$ cat config.mk
export PLATFORM = sky130hd
export DESIGN_NAME = mux8
export DESIGN_NICKNAME = d
export VERILOG_FILES = /design/src/rtl/mux8.sv
export SDC_FILE = /design/constraint.sdc
export NUM_CORES = 1
export LEC_CHECK = 0
export CORE_ASPECT_RATIO = 0.8
export CORE_MARGIN = 2
export CORE_UTILIZATION = 30
export CTS_BUF_LIST = sky130_fd_sc_hd__clkbuf_4
export DETAILED_ROUTE_END_ITERATION = 6
export PLACE_DENSITY = 0.94
export SYNTH_ARGS = -nofsm -noshare
export SYNTH_HDL_FRONTEND = slang
export SYNTH_SLANG_ARGS = --single-unit
export TNS_END_PERCENT = 10
$ cat constraint.sdc
create_clock -name clk -period 1.7 [get_ports clk]
set_input_delay 0.34 -clock clk [delete_from_list [all_inputs] [get_ports clk]]
set_output_delay 0.34 -clock clk [all_outputs]
set_load 0.01 [all_outputs]
$ cat src/rtl/mux8.sv
// Registered one-hot AND-OR mux over eight channels.
// Flags whether each captured select was one-hot.
module mux8 #(
   parameter int WIDTH = 16
) (
   input  logic             clk,
   input  logic             rst_n,
   input  logic             en,
   input  logic [WIDTH-1:0] ch8,
   input  logic [WIDTH-1:0] ch7,
   input  logic [WIDTH-1:0] ch6,
   input  logic [WIDTH-1:0] ch5,
   input  logic [WIDTH-1:0] ch4,
   input  logic [WIDTH-1:0] ch3,
   input  logic [WIDTH-1:0] ch2,
   input  logic [WIDTH-1:0] ch1,
   input  logic [7:0]       sel,
   output logic [WIDTH-1:0] y,
   output logic             valid,
   output logic             sel_err
);

   logic [WIDTH-1:0] ch [8];
   logic [WIDTH-1:0] mux_val;
   logic             one_hot;

   assign ch[0] = ch1;
   assign ch[1] = ch2;
   assign ch[2] = ch3;
   assign ch[3] = ch4;
   assign ch[4] = ch5;
   assign ch[5] = ch6;
   assign ch[6] = ch7;
   assign ch[7] = ch8;

   // No priority: multi-hot selects OR their channels together.
   always_comb begin
      mux_val = '0;
      for (int i = 0; i < 8; i++) begin
         mux_val = mux_val | (ch[i] & {WIDTH{sel[i]}});
      end
   end

   assign one_hot = (sel != 8'd0) && ((sel & (sel - 8'd1)) == 8'd0);

   always_ff @(posedge clk or negedge rst_n) begin
      if (!rst_n) begin
         y       <= '0;
         valid   <= 1'b0;
         sel_err <= 1'b0;
      end else if (en) begin
         y       <= mux_val;
         valid   <= one_hot;
         sel_err <= !one_hot;
      end
   end

endmodule

**Word-level counts from Yosys, hierarchy flattened**

Cells that the tools add are included.

- Output and inout port bits: 18
- Flip-flop bits (word level): 18
- Input bits: 139
- Word-level logic and storage cells: 24

- Bitwise gates (word level): 16
- Add/sub/neg operators: 1
- Reductions and logical operators: 4

Operator list:

| operator | number |
|---|---|
| $and 16x16->16 | 8 |
| $or 16x16->16 | 7 |
| $and 8x8->8 | 1 |
| $logic_not 8->1 | 1 |
| $reduce_bool 8->1 | 1 |
| $sub 8x1->8 const B | 1 |
| $logic_and 1x1->1 | 1 |
| $logic_not 1->1 | 1 |

**Longest topological paths before layout**

- Depth after elaboration: 8
- Mapped depth: 5
- Gate-level depth less buffers: 4

**Worst setup path after synthesis**

Ideal clock, no wire load.

- Path type: input -> register
- Start: input sel[5]
- End: register sel_err
- Stages: 5
- Setup slack: 0.264 ns
- Library setup time: 0.120 ns
- Required time: 1.580 ns
- Arrival: 1.315 ns
- Path buffers: 1
- Path through: buf_4 > or4_4 > nor2_1 > o2111ai_1 > o211a_1

- Cells in the longest elaborated chain, start to end: 5
- Elaborated cells between the ends (all ways): 6
- Classes of those cells: add/sub (1); bitwise (1); reduce/logical (4)

Ends and longest elaborated chain:

| what | RTL line | text |
|---|---|---|
| start: declaration | 17 | `input logic [7:0] sel,` |
| $sub 8x1->8 | 44 | `assign one_hot = (sel != 8'd0) && ((sel & (sel - 8'd1)) == 8'd0);` |
| $and 8x8->8 | 44 |  |
| $logic_not 8->1 | 44 |  |
| $logic_and 1x1->1 * | 44 |  |
| $logic_not 1->1 * | 54 | `sel_err <= !one_hot;` |
| end signal: assignment | 54 |  |
| end: declaration | 20 | `output logic sel_err` |

Mark *: on every way between the ends. The rest lies on a longest branch, timed or not.
A chain may end at the register's enable or synchronous reset.

**Final worst setup path**

Ends and elaborated chain as after synthesis.

==> flow_metrics.tcl <==
set metrics [dict create \
    clk_latency_ns 0.30 \
    die_y_um 64.5 \
    n_antenna_cell 0 \
    postRouteWirelength_mm 7.16 \
    antenna_found_initial 0 \
    combinationalPowerShare_pct 49.5 \
    clk_pin_slew_worst_paths_ns 0.11 \
    crit_buf_inv 2 \
    r2r_cells 1 \
    endpoint "sel_err" \
    grt_max_degree 36 \
    die_area_mm2 0.00513 \
    slowest_delay_ns 0.58 \
    synth_simple_gate_area_share_pct 7.30 \
    seqPwrFrac_pct 34.1 \
    clkPwrFrac_pct 16.4 \
    hpwlAfterDp_mm 5.86 \
    critical_path_arrival_ns 1.88 \
    crit_family "compound AO/OA/AOI/OAI gates" \
    cts_htree_levels 1 \
    drv_slew 0 \
    worst-path-stages 5 \
    synth_area_mm2 0.00137 \
    synth-seq-area-share_pct 32.8 \
    period_minus_slack_ns 1.68 \
    gp_congestion 0.832 \
    syn_nets 287 \
    netlist.top_cell.by_area "dfrtp_1" \
    internal-power_mw 1.00 \
    drc 0 \
    setup_violations 0 \
    status "finished, final reports clean" \
    synth_xor_xnor_area_share_pct 0.639 \
    die_w_um 79.6 \
    ant_nets 0 \
    path_cells "clkdlybuf4s50_1 -> buf_4 -> a2111oi_1 -> o21bai_2 -> o211a_1" \
    dr.pass1.iters 4 \
    utilization_pct 73.6 \
    grt_usage_pct 27.9 \
    ys_top_cells_by_area "dfrtp_1 33%, a221oi_1 20%, a22o_1 20%, a31oi_1 7.3%, nor2_1 4.7%" \
    syn-instance-count 148 \
    core_mm2 0.00428 \
    synth-compound-area-share_pct 51.7 \
    worst_slew_pin_slew_ns 0.598 \
    cts_buffer_depth 2 \
    regToRegStartpoint "sel_err" \
    synth.avg_cell_area_um2 9.27 \
    drt_iter0_drc 147 \
    routed_via_density 5.64 \
    critPathRequiredTime_ns 1.90 \
    r2r_end "sel_err" \
    regArea_um2 450 \
    total_power_mw 1.39 \
    worst_setup_path_end_kind "flop" \
    synthMuxAreaShare_pct 0 \
    grt_pass1_vias 2200 \
    grt_pass1_wl_mm 11.0 \
    cp_max_fo 3 \
    drive_gt1_share_pct 9.58 \
    worstSetupPathType "primary input to flop" \
    multi_input_area_um2 830 \
    hold_ws_ns 0.406 \
    min_period_over_period_pct 99.0 \
    synth_warnings 0 \
    fin_skew_ns 0 \
    cp-start-kind "primary input" \
    hold_violations 0 \
    timing.fmax_ghz 0.594 \
    n_fill_cell 320 \
    portBuffers 156 \
    pwr_density_cell_mw_per_mm2 440 \
    numCtsBuffers 3 \
    initial_utilization_pct 32.0 \
    synth-seq-cells 18 \
    peakVddDrop_uv 382 \
    switching_share_pct 27.7 \
    root_buffer "clkbuf_4" \
    p_sw_mw 0.384 \
    rsz0062_at_grt "false" \
    syn_to_final_growth_pct 130 \
    p_leak_nw 1.19 \
    cts_tree "done" \
    cp-startpoint "sel[5]" \
    grt-ovfl-total 0 \
    cts_hold_buf 0 \
    rows 21 \
    max_cap_viol_count 0 \
    cts_num_sinks 18 \
    synth_cell_types 23 \
    relSlewSlack_pct 60.0 \
    synth_top_family_by_area "compound AO/OA/AOI/OAI gates" \
    synth_fa_ha_area_share_pct 0.730 \
    vias 2085 \
    yosysTopAreaCellShare_pct 32.8 \
    hold_path_class "primary input to async pin" \
    detail_route.wl_per_cell_um 19.3 \
    ff2ff_setup_slack_ns 0.99 \
    nets 453 \
    io_pins 157 \
    cpMaxStageDelayCell "a2111oi_1" \
]
worst min path at each step:
stage	startpoint	end	depth (start not counted)
after floorplan	rst_n	sel_err	0
after global placement	sel_err	sel_err	1
after detailed placement	sel_err	sel_err	1
after CTS	rst_n	y[15]	2
after global routing	rst_n	y[1]	2
final	rst_n	y[15]	2
final cells by class:
cell class | instances | area share (%)
Timing Repair Buffer | 181 | 56.3
Multi-Input combinational cell | 110 | 26.3
Sequential cell | 18 | 14.3
Tap cell | 57 | 2.26
Clock buffer | 3 | 0.715
Clock inverter | 1 | 0.119
registers in the layout (all words and copies together) (netlist names):
| name | flops |
|---|---|
| sel_err | 1 |
| valid | 1 |
| y | 16 |
synth_stat cells:
cell type / count
a221oi_1: 32
nor2_1: 17
nand2b_1: 1
buf_4: 1
nor3_1: 1
a22o_1: 32
dfrtp_1: 18
o21ai_0: 1
o21ai_1: 1
o2111ai_1: 1
buf_1: 3
o21bai_2: 1
o211a_1: 1
buf_2: 5
xor2_1: 1
buf_6: 1
or4_4: 1
a31oi_1: 16
a2111oi_0: 1
maj3_1: 1
nand3_1: 1
clkbuf_1: 10
nor4b_1: 1
power groups by stage:
| stage | combinational, mW | sequential [mW] | clock, mW |
|---|---|---|---|
| CTS | 0.684 | 0.472 | 0.237 |
| global route | 0.728 | 0.475 | 0.269 |
| detailed placement | 0.681 | 0.480 | 0 |
| floorplan | 0.190 | 0.492 | 0 |
| global placement | 0.670 | 0.479 | 0 |
| finish | 0.686 | 0.472 | 0.228 |
what timing repair did:
action	4_1_cts	5_1_grt
setup endpoints to repair	0	1
buffers inserted	0	0
gates resized for setup	0	1
logic make-up after synthesis:
logic type / after synthesis
and+or+nand+nor: 22
xor gates and xnor gates: 1
buffers and inverters: 20
adders and majority gates: 1
DFF: 18
AOI/OAI and AO/OA: 86
placed cells by master (no fill, tap or decap), types with 2 or more instances in the layout:
cell / synthesis / final
a221oi_1: 32 / 32
a22o_1: 32 / 32
nor2_1: 17 / 17
a31oi_1: 16 / 16
clkbuf_4: 0 / 3
buf_12: 0 / 2
clkdlybuf4s50_1: 0 / 156
buf_4: 1 / 23
dfrtp_1: 18 / 18
metal layers:
layer | global-route usage, % | share of wire (%) | vias up
met5 | 0 | 0 | -
met4 | 7.33 | 1.6 | 0
met3 | 8.22 | 11 | 10
met2 | 51.8 | 51 | 129
met1 | 30.9 | 37 | 979
li1 | - | - | 967
through the flow:
| stage | TNS (ns) | instances | setup WS [ns] | cell area (um2) |
|---|---|---|---|---|
| after CTS | 0 | 370 | 0.0627 | 3150 |
| final | 0 | 370 | 0.0170 | 3150 |
| after detailed placement | -2.01 | 366 | -0.264 | 3120 |
| after floorplan | 0 | 148 | 0.264 | 1370 |
| after global routing | 0 | 370 | 0.0104 | 3150 |
| after global placement | -0.979 | 366 | -0.120 | 3120 |
Power figures use the tool's default switching activity.
